### config.mk
export PLATFORM = sky130hd
export DESIGN_NAME = fetch_pc_unit_flat
export DESIGN_NICKNAME = d
export VERILOG_FILES = /design/src/rtl/fetch_pc_unit_if.sv /design/src/rtl/fetch_pc_unit.sv /design/src/flat_wrapper.sv
export SDC_FILE = /design/constraint.sdc
export NUM_CORES = 1
export LEC_CHECK = 0
export BUFFER_PORTS_ARGS = -buffer_cell sky130_fd_sc_hd__buf_4
export CAP_MARGIN = 10
export CORE_MARGIN = 3
export CORE_UTILIZATION = 49
export CTS_BUF_LIST = sky130_fd_sc_hd__clkbuf_2
export CTS_CLUSTER_SIZE = 20
export DETAILED_ROUTE_END_ITERATION = 10
export PLACE_DENSITY_LB_ADDON = 0.15
export SKIP_CTS_REPAIR_TIMING = 1
export SYNTH_ARGS = -nofsm -noshare
export SYNTH_HDL_FRONTEND = slang
export SYNTH_SLANG_ARGS = --single-unit
### constraint.sdc
create_clock -name clk -period 5 [get_ports clk]
set_input_delay 0.5 -clock clk [delete_from_list [all_inputs] [get_ports clk]]
set_output_delay 0.5 -clock clk [all_outputs]
set_load 0.02 [all_outputs]
### src/rtl/fetch_pc_unit_if.sv
// Fetch PC unit bus: start/halt/stall/branch controls in, PC and status out.
//   master : drives start, start_addr, halt, stall, branch_en, branch_abs, target;
//            observes prog_ctr, fetching, done (and cycle_cnt when built with it)
//   slave  : the fetch_pc_unit side of the same signals
// Optional macro: FETCH_CYCLE_COUNT_EN adds the CNT_W parameter and cycle_cnt.
interface fetch_pc_unit_if #(
  parameter int PC_W  = 10
`ifdef FETCH_CYCLE_COUNT_EN
  , parameter int CNT_W = 16
`endif
);
  logic            start;
  logic [PC_W-1:0] start_addr;
  logic            halt;
  logic            stall;
  logic            branch_en;
  logic            branch_abs;
  logic [PC_W-1:0] target;
  logic [PC_W-1:0] prog_ctr;
  logic            fetching;
  logic            done;
`ifdef FETCH_CYCLE_COUNT_EN
  logic [CNT_W-1:0] cycle_cnt;
`endif

  modport master (
    output start, start_addr, halt, stall, branch_en, branch_abs, target,
    input  prog_ctr, fetching, done
`ifdef FETCH_CYCLE_COUNT_EN
    , input cycle_cnt
`endif
  );

  modport slave (
    input  start, start_addr, halt, stall, branch_en, branch_abs, target,
    output prog_ctr, fetching, done
`ifdef FETCH_CYCLE_COUNT_EN
    , output cycle_cnt
`endif
  );
endinterface

### src/rtl/fetch_pc_unit.sv
// Program-counter sequencer for the instruction fetch stage.
// IDLE waits for start, RUN steps the PC (halt > stall > branch > +1),
// DONE parks after halt until the next start.
// Ports:
//   clk : rising-edge clock
//   rst : asynchronous active-high reset (state IDLE, PC 0, counter 0)
//   bus : fetch_pc_unit_if.slave -- controls in, prog_ctr/fetching/done out
// Optional macro: FETCH_CYCLE_COUNT_EN adds bus.cycle_cnt, a saturating count
// of RUN cycles (stalls and the halt cycle included), cleared by an accepted start.
module fetch_pc_unit #(
  parameter int PC_W  = 10,
  parameter int CNT_W = 16
) (
  input  logic           clk,
  input  logic           rst,
  fetch_pc_unit_if.slave bus
);

  typedef enum logic [1:0] {IDLE, RUN, DONE} state_t;

  state_t          state, state_nxt;
  logic [PC_W-1:0] pc, pc_nxt;

  always_ff @(posedge clk or posedge rst) begin
    if (rst) begin
      state <= IDLE;
      pc    <= '0;
    end else begin
      state <= state_nxt;
      pc    <= pc_nxt;
    end
  end

  always_comb begin
    state_nxt = state;
    pc_nxt    = pc;
    case (state)
      IDLE, DONE: begin
        if (bus.start) begin
          state_nxt = RUN;
          pc_nxt    = bus.start_addr;
        end
      end
      RUN: begin
        // start is deliberately not looked at here: a restart needs a halt first
        if (bus.halt)           state_nxt = DONE;
        else if (bus.stall)     pc_nxt    = pc;
        else if (bus.branch_en) pc_nxt    = bus.branch_abs ? bus.target : pc + bus.target;
        else                    pc_nxt    = pc + 1'b1;
      end
      default: begin
        state_nxt = IDLE;
        pc_nxt    = '0;
      end
    endcase
  end

  // Status is decoded from the state register only, so the two are exclusive.
  assign bus.prog_ctr = pc;
  assign bus.fetching = (state == RUN);
  assign bus.done     = (state == DONE);

`ifdef FETCH_CYCLE_COUNT_EN
  logic [CNT_W-1:0] cnt, cnt_nxt;

  always_ff @(posedge clk or posedge rst) begin
    if (rst) cnt <= '0;
    else     cnt <= cnt_nxt;
  end

  always_comb begin
    cnt_nxt = cnt;
    case (state)
      IDLE, DONE: if (bus.start) cnt_nxt = '0;
      RUN:        if (cnt != '1) cnt_nxt = cnt + 1'b1;
      default:    cnt_nxt = '0;
    endcase
  end

  assign bus.cycle_cnt = cnt;
`else
  // Counter width only matters when the cycle counter is built in.
  if (CNT_W < 1) begin : g_cnt_w_unused
  end
`endif

endmodule

### src/flat_wrapper.sv
// flat-port wrapper written by rule: the top's interface ports become plain ports
module fetch_pc_unit_flat 
#(
  parameter int PC_W  = 10,
  parameter int CNT_W = 16
)
  (clk, rst, bus_start, bus_start_addr, bus_halt, bus_stall, bus_branch_en, bus_branch_abs, bus_target, bus_prog_ctr, bus_fetching, bus_done);
  fetch_pc_unit_if #(.PC_W(PC_W)) bus_i ();
  input  logic clk;
  input  logic rst;
  input wire logic [$bits(bus_i.start)-1:0] bus_start;
  input wire logic [$bits(bus_i.start_addr)-1:0] bus_start_addr;
  input wire logic [$bits(bus_i.halt)-1:0] bus_halt;
  input wire logic [$bits(bus_i.stall)-1:0] bus_stall;
  input wire logic [$bits(bus_i.branch_en)-1:0] bus_branch_en;
  input wire logic [$bits(bus_i.branch_abs)-1:0] bus_branch_abs;
  input wire logic [$bits(bus_i.target)-1:0] bus_target;
  output wire logic [$bits(bus_i.prog_ctr)-1:0] bus_prog_ctr;
  output wire logic [$bits(bus_i.fetching)-1:0] bus_fetching;
  output wire logic [$bits(bus_i.done)-1:0] bus_done;
  assign bus_i.start = bus_start;
  assign bus_i.start_addr = bus_start_addr;
  assign bus_i.halt = bus_halt;
  assign bus_i.stall = bus_stall;
  assign bus_i.branch_en = bus_branch_en;
  assign bus_i.branch_abs = bus_branch_abs;
  assign bus_i.target = bus_target;
  assign bus_prog_ctr = bus_i.prog_ctr;
  assign bus_fetching = bus_i.fetching;
  assign bus_done = bus_i.done;
  fetch_pc_unit #(.PC_W(PC_W), .CNT_W(CNT_W)) u_core (.clk(clk), .rst(rst), .bus(bus_i));
endmodule
# Word level (Yosys, flattened, before mapping)
# Cells that the tools add are included.
# W data, S select, Z words.
# classes
add_sub_neg,2
n_eq_ne,6
n_mux,9
reduce_logical,4
# op_table
operator,count
$mux W10,5
$pmux W10 S2,1
$add A10 B1 Y10 const B,1
$add A10 B10 Y10,1
$ne A2 B2 Y1 const B,4
$mux W2,2
$pmux W2 S2,1
$reduce_and A3 Y1,1
$eq A2 B1 Y1 const B,1
$eq A2 B2 Y1 const B,1
$logic_not A2 Y1,1
$reduce_and A2 Y1,1
$reduce_or A2 Y1,1
# word_totals
ff_bits,12
inputBits,27
out_inout_bits,12
wordCells,23

# Logic depth before layout (Yosys ltp)
# Gate-level depths: netlist (run 1).
# logic_depth
depth_word,6
depth_mapped,8
ltp_nobuf,8

# Least setup slack after synthesis (run 1)
# Ideal clock, no wire load.
# synth_path
path_kind,register -> register
from,register u_core.pc[0] (netlist: u_core.bus.prog_ctr[0])
to,register u_core.pc[6] (netlist: u_core.bus.prog_ctr[6])
setup_ps,83
arrival_ps,1941
required_ps,4917
setup_slack_ps,2976
stages_incl_launch_ff,9
path_buffers,0
period_less_slack_ps,2024
path_cell_list,dfrtp_1 ha_1 inv_1 fa_1 nand2b_1 a21oi_1 mux2i_1 o221ai_1 o21ai_0
# synth_via
elab_chain_len,6
word_cells_on_any_way,7
classes_between,2 x add/sub; 5 x mux
# synth_rtl
element,line_no,source
from (decl),fetch_pc_unit.sv:22,"logic [PC_W-1:0] pc, pc_nxt;"
from (signal assigned),fetch_pc_unit.sv:30,pc <= pc_nxt;
$add A10 B10 Y10,fetch_pc_unit.sv:48,else if (bus.branch_en) pc_nxt = bus.branch_abs ? bus.target : pc + bus.target;
$mux W10,fetch_pc_unit.sv:48,
$mux W10 (*),fetch_pc_unit.sv:48,
$mux W10 (*),fetch_pc_unit.sv:47,else if (bus.stall) pc_nxt = pc;
$mux W10 (*),fetch_pc_unit.sv:46,if (bus.halt) state_nxt = DONE;
$pmux W10 S2 (*),fetch_pc_unit.sv:37,case (state)
# Every way passes the cells marked *; elsewhere a longest branch is shown, timed or not. The select of a mux whose other input is x is not followed.
# A chain may end at the register's enable or synchronous reset.

# Worst setup path in the final report (run 1)
# Same ends and word-level chain as after synthesis.

==> metrics, run 1 <==
crit share post-route=0.440; Crit Path Category=register to register; Max-cap violations=0; met2 track demand over resource=0.396; DRT iter0 DRCs=66; leak pwr=0.788 nW; TritonCTS buffer count=3; final setup vio count=0; clock transition at the registers of the reported paths=140 ps; crit path DAT=2420 ps; most frequent cells in the layout=38 x buf_4, 19 x nand2_1, 13 x o21ai_0; die area=3520 µm²; layout cells sized above 1=0.246; R2R Path End=u_core.bus.prog_ctr[6]; Layout fillers=229; clk_lat worst skew=280 ps; Die Ht=59.3 µm; startpoint of the worst register-to-register path=u_core.bus.prog_ctr[0]; Buf/Inv on CP=1; Cells after Synth=175; Hold Path Class=primary input to asynchronous set/reset pin; worst slew pin tran=566 ps; Synth Area in Adders=0.104; drt wl/cell=16.5 µm; gpl congestion=0.882; antenna violations before repair=0; fin nets=251; P per Cell Area=385 nW/µm²; number of global-route vias before repair=1,319; Via density=6.12; worst hold slack=232 ps; status=finished clean; HPWL after DPL=3080 µm; number of library cell types mapped by synthesis=52; antenna cell count=0; buffers added on ports=38; DRT Pass-1 Iters=4; Initial Utilization=0.538; Worst Skew=6.81 ps; syn_nets=213; Synth Area in Simple Gates=0.279; crit path to=u_core.bus.prog_ctr[6]; multiplexer share of the synthesized area=0.0314; Sink Count=12; global route overflow=0; H-tree Lvls=1; Ys Warns=0; worst setup path start=u_core.bus.prog_ctr[0]; largest family of logic cells by synthesized area=simple AND/OR/NAND/NOR gates; most common cell after layout, fill and taps aside=buf_4; crit end category=register; ys async rst share=1.00; fmax=455 MHz; Post-Place Setup Slack=2770 ps; r2r setup slk=2800 ps; Worst Path Max Fanout=7; CTS tree=built; delay-heaviest family, CP=adder cells; gr busiest metal=met2; XOR/XNOR share of the synthesized area=0.0566; share of the synthesized area in the top cell type=0.216; CP required=5220 ps; CP startpoint kind=register; CTS Root Cell=clkbuf_2; first-pass GRT wire length=6330 µm; GRT met1 Usage=0.312; worst setup margin=2800 ps; Slew Limit Fails=0; Rows=18; met3 GRT Util=0.0174; slew margin rel.=0.623; CP max-delay cell=dfrtp_1; max incr delay on CP=490 ps; Via Count=1,476; Worst VDD drop=0.293 mV; post-synthesis sequential area ratio=0.216; Synth area leader=dfrtp_1; final wirelength=3970 µm; Synth Flop Type=dfrtp_1; Max Root-Sink Buffers=2; Area Overhead vs Synth=22.1%; crit path time final=2200 ps; cell area after synthesis=1390 µm²; Fin. Hold Viols=0; core area=2590 µm²; complex-gate fraction of the synthesized area=0.265; mean post-synth cell area=7.96 µm²; IO Count=39; GRT Util Overall=0.234; worst path cell trace=ha_1 > inv_1 > fa_1 > nand2b_1 > a21oi_1 > mux2i_1 > o221ai_1 > o21ai_0; Die Span X=59.3 µm; Overall Power=655 µW; multi-input logic area=1020 µm²; WP depth=8; Storage cell area=300 µm²; EDFF count, synth=0; R2R depth=8; Residual DRC=0; final setup TNS=0 ps; top area cells in the synthesized netlist=dfrtp_1 22%, ha_1 9.0%, nand2_1 5.1%, o21ai_0 4.7%, xnor2_1 3.8%; unrepaired setup endpoints after global routing=no; antenna-violating nets left=0; synthesized flop and latch total=12; largest net degree at the start of global routing=20
## layer usage
layer  up-vias  part of all wire
li1        727                 -
met1       700              0.44
met2        43              0.50
met3         6             0.047
met4         0             0.012
met5         -                 0
## synth_stat cells (2+ instances only)
cell	number
inv_1	10
xor2_1	3
ha_1	10
and4_1	2
o21bai_1	2
nor3b_1	2
nor2b_1	6
nand3_1	6
nand4_1	4
o211ai_1	2
nand2b_1	4
a31oi_1	2
dfrtp_1	12
a21oi_1	10
o221ai_1	2
nor2_1	10
a21o_1	2
o21ai_0	13
and3_1	6
a22oi_1	3
nand2_1	19
mux2_2	3
nor3_1	6
xnor2_1	6
buf_2	3
## how the worst min path moves through the flow
| stage | start | to | slack, ps | cells past startpoint |
|---|---|---|---|---|
| floorplan | rst | u_core.bus.prog_ctr[0] | 360 | 1 |
| detailed placement | rst | u_core.bus.prog_ctr[5] | 570 | 2 |
| global placement | rst | u_core.bus.prog_ctr[2] | 550 | 2 |
| finish | rst | u_core.bus.prog_ctr[8] | 230 | 2 |
| CTS | rst | u_core.bus.prog_ctr[7] | 260 | 2 |
| global route | rst | u_core.bus.prog_ctr[7] | 260 | 2 |
## flip-flops by register name, summed over array words and instances (netlist names)
register / count
u_core.bus.prog_ctr: 10
u_core.state: 2
## cells by family (layout without fill, tap and decap cells)
group,Yosys count,after routing
adder cells (fa/ha/maj),11,11
multiplexers,4,4
XOR/XNOR,9,9
buffers and inverters,15,51
flip-flops,12,12
AO/OA/AOI/OAI,53,53
AND/OR/NAND/NOR,71,71
## layout make-up
cell class	instances	area share
repair buffers	38	0.168
well taps	30	0.0221
inverters	10	0.0221
clock buffers	3	0.00883
multi-input cells	148	0.603
flip-flops and latches	12	0.177
## where the power goes
part	internal (mW)	switching, mW
registers	0.126	0.0632
logic	0.187	0.226
clock network	0.0164	0.0367
## stage by stage
stage,cell area (µm²),instances,util
6_report,1700,241,0.657
5_1_grt,1700,241,0.657
4_1_cts,1700,241,0.657
3_5_place_dp,1690,238,0.651
3_3_place_gp,1690,238,0.651
2_1_floorplan,1390,175,-
Note: power is estimated with default switching activity, not from simulation.
==> run 2, diff against run 1 <==
clock period = 1.9 ns   (was 5 ns; I/O delays follow)
==> run 2 against run 1 <==
The flow now finishes with violations (negative setup slack). Critical endpoint is now u_core.bus.prog_ctr[5]. Total power grew to 3.2 times the previous value. Non-clock buffer count is 15 higher. Highest routed layer unchanged. Largest power group unchanged. Global-route usage is 3.7 points higher. Critical path type unchanged. Final cell count up 6.6%. Maximum frequency increased by 10%.
==> metrics, run 2 (synthesis results as in run 1) <==
crit share post-route=1.05; Initial Utilization=0.538; first-pass GRT wire length=7240 µm; antenna cell count=0; largest net degree at the start of global routing=20; Hold Path Class=primary input to register; DRT Pass-1 Iters=5; r2r setup slk=-90 ps; P per Cell Area=1080 nW/µm²; buffers added on ports=38; Max-cap violations=0; Post-Place Setup Slack=-67.0 ps; combinational share of power=0.721; Worst Skew=23.0 ps; CP required=2110 ps; antenna-violating nets left=0; crit path time final=1990 ps; Die Span X=59.3 µm; R2R Path End=u_core.bus.prog_ctr[5]; Layout fillers=203; placed cell area=1790 µm²; slew margin rel.=0.631; Via Count=1,624; clk_lat worst skew=290 ps; Worst Path Max Fanout=4; gpl congestion=0.867; worst setup path start=u_core.bus.prog_ctr[0]; part of the power in registers=0.203; worst setup margin=-91.3 ps; Crit Path Category=register to register; Clock power frac=0.077; HPWL after DPL=3420 µm; Residual DRC=0; Die Ht=59.3 µm; Cell Count, Final, Fillers Out=257; drt wl/cell=18.0 µm; die area=3520 µm²; crit path to=u_core.bus.prog_ctr[5]; violated checks=negative setup slack; TritonCTS buffer count=3; startpoint of the worst register-to-register path=u_core.bus.prog_ctr[0]; R2R depth=7; global route overflow=0; DRT iter0 DRCs=125; unrepaired setup endpoints after global routing=yes; Rows=18; status=finished with violations; Slew Limit Fails=0; GRT Util Overall=0.271; Worst VDD drop=0.859 mV; max reg flops=10; CTS tree=built; clock transition at the registers of the reported paths=160 ps; Pint=1.09 mW; Switch Pwr=981 µW; worst slew pin tran=552 ps; core area=2590 µm²; number of global-route vias before repair=1,573; Area Overhead vs Synth=37.8%; final setup vio count=2; Sink Count=12; H-tree Lvls=1; Via density=6.32; fin nets=266; most common cell after layout, fill and taps aside=buf_4; antenna violations before repair=0; crit path DAT=2200 ps; Max Root-Sink Buffers=2; CP startpoint kind=register; IO Count=39; Fin. Hold Viols=0; crit end category=register; fmax=502 MHz; leak pwr=0.871 nW; Overall Power=2.07 mW; Inst Count DP=250; switching part of the total power=0.474; most frequent cells in the layout=52 x buf_4, 19 x nand2_1, 10 x nor2_1, 10 x o21ai_0; CTS Root Cell=clkbuf_2; Final Util=0.741; fin area=1920 µm²; layout cells sized above 1=0.370; final wirelength=4620 µm
## run 2: cell count changes in the layout (fill, tap and decap cells not counted), sizes merged
cell,before,now
buf,38,52
clkbuf,3,4
dlygate4sd3,0,1
## run 2: worst max-delay path, cell delays in order, from the launching register on
cell	delay [ps]
dfrtp_2	460
ha_4	170
buf_4	130
a21oi_4	180
o211ai_4	110
or4b_1	500
and4_1	230
o21ai_2	130
## run 2: how the worst min path moves through the flow
stage / startpoint / to / cells after the start
after floorplan: rst / u_core.bus.prog_ctr[5] / 1
after global placement: rst / u_core.state[0] / 2
after detailed placement: rst / u_core.state[1] / 2
after CTS: rst / u_core.state[1] / 2
after global routing: bus_halt / u_core.state[0] / 2
final: bus_halt / u_core.state[0] / 2
## run 2: power by group through the flow
stage               sequential (mW)  clock (mW)  combinational, mW
finish                        0.420       0.159               1.49
global route                  0.427       0.177               1.61
CTS                           0.410       0.162               1.31
detailed placement            0.416           0               1.30
global placement              0.410           0               1.26
floorplan                     0.546           0              0.693
## run 2: metal layers
layer  up-vias  global-route usage  part of all wire
met4         0               0.120             0.015
met2        73               0.463              0.50
met1       783               0.346              0.41
met5         -                   0                 0
li1        758                   -                 -
met3        10              0.0174             0.070
## run 2: cell type report
cell class | instances | area [µm²] | area share
multi-input combinational | 148 | 1120 | 0.582
timing repair buffer | 53 | 400 | 0.209
sequential | 12 | 307 | 0.160
tap | 30 | 37.5 | 0.0196
inverter | 10 | 37.5 | 0.0196
clock buffer | 4 | 20.0 | 0.0104
## run 2: per-stage QoR
stage	hold slack [ps]	TNS (ps)
3_5_place_dp	274	-130
4_1_cts	-60.6	-354
5_1_grt	123	-288
3_3_place_gp	269	-1.71
2_1_floorplan	54.4	-1.49
6_report	116	-106
==> run 3, diff against run 2 <==
REMOVE_ABC_BUFFERS = 1   (was unset)
==> run 3 against run 2 <==
The flow still finishes with violations (negative setup slack). Hold slack got worse by 8.2 ps. Non-clock buffer count rose by 1. Final area rose by 2.3%. Global-route usage fell by 1.0 points. Sequential share of layout area fell by 0.62 points. Routed wire length fell by 0.89%. Critical path type unchanged.
==> metrics, run 3 (synthesis results as in run 1) <==
CP required=2130 ps; leak pwr=0.883 nW; antenna-violating nets left=0; Sink Count=12; GRT Util Overall=0.260; CTS Root Cell=clkbuf_2; crit path to=u_core.bus.prog_ctr[7]; Crit Path Category=register to register; P per Cell Area=1080 nW/µm²; DRT iter0 DRCs=118; first-pass GRT wire length=6980 µm; clock transition at the registers of the reported paths=150 ps; unrepaired setup endpoints after global routing=yes; R2R Path End=u_core.bus.prog_ctr[7]; TritonCTS buffer count=3; crit end category=register; HPWL after DPL=3350 µm; Worst VDD drop=0.840 mV; CP startpoint kind=register; Rows=18; Fin. Hold Viols=0; crit share post-route=1.01; antenna violations before repair=0; Via Count=1,600; Cell Count, Final, Fillers Out=258; CTS tree=built; core area=2590 µm²; final setup TNS=-17.2 ps; Residual DRC=0; gr busiest metal=met2; status=finished with violations; most frequent cells in the layout=52 x buf_4, 19 x nand2_1, 11 x o21ai_0, 11 x dfrtp_1; worst setup path start=u_core.bus.prog_ctr[0]; Initial Utilization=0.538; die area=3520 µm²; crit path DAT=2150 ps; violated checks=negative setup slack; Final Util=0.758; met3 GRT Util=0.0240; gpl congestion=0.894; number of global-route vias before repair=1,500; Die Span X=59.3 µm; Die Ht=59.3 µm; slew margin rel.=0.630; fin nets=267; fmax=522 MHz; max reg flops=10; Inst Count DP=252; placed cell area=1790 µm²; drt wl/cell=17.8 µm; Max-cap violations=0; Max Root-Sink Buffers=2; global route overflow=0; GRT met1 Usage=0.346; Worst Skew=2.37 ps; Overall Power=2.11 mW; Worst Path Max Fanout=4; crit path time final=1920 ps; fin area=1960 µm²; largest net degree at the start of global routing=20; layout cells sized above 1=0.355; worst path cell trace=ha_2 > buf_6 > a21oi_4 > o211ai_4 > o41a_4 > nor4b_4 > nor3_2; worst hold slack=108 ps; clk_lat worst skew=290 ps; IO Count=39; Area Overhead vs Synth=41.1%; max incr delay on CP=510 ps; Slew Limit Fails=0; worst setup margin=-17.2 ps; r2r setup slk=-20 ps; startpoint of the worst register-to-register path=u_core.bus.prog_ctr[0]; CP max-delay cell=o41a_4; antenna cell count=0; most common cell after layout, fill and taps aside=buf_4; Post-Place Setup Slack=-65.8 ps; Via density=6.20; H-tree Lvls=1; R2R depth=7; worst slew pin tran=554 ps; Hold Path Class=primary input to register; final wirelength=4580 µm; DRT Pass-1 Iters=4; met2 track demand over resource=0.420; final setup vio count=1; buffers added on ports=38
## run 3: critical path, delay by kind of cell (launching register included)
kind / cells / cell delay [ps]
buf+inv: 1 / 110
compound gates: 3 / 810
fa+ha+maj: 1 / 180
flops: 1 / 410
simple gates: 2 / 330
## run 3: worst min-delay path by stage
stage / from / end / slack [ps] / cells past startpoint
detailed placement: rst / u_core.bus.prog_ctr[2] / 270 / 2
global route: bus_halt / u_core.state[0] / 110 / 2
floorplan: rst / u_core.bus.prog_ctr[0] / 50 / 1
CTS: rst / u_core.bus.prog_ctr[6] / -60 / 2
global placement: rst / u_core.bus.prog_ctr[2] / 270 / 2
finish: bus_halt / u_core.state[0] / 110 / 2
## run 3: routing by layer
metal,vias up,share of wire
met2,79,0.49
met3,13,0.072
met5,-,0
met4,0,0.023
met1,754,0.42
li1,754,-
## run 3: layout make-up
cell class	count	area, µm²
sequential	12	302
inverter	10	37.5
clock inverter	1	3.75
fill	186	626
tap	30	37.5
clock buffer	3	15.0
timing repair buffer	54	412
multi-input combinational	148	1160
## run 3: where the power goes
| group | switching [mW] | internal (mW) |
|---|---|---|
| combinational | 0.812 | 0.731 |
| clock | 0.107 | 0.0457 |
| sequential | 0.0844 | 0.334 |
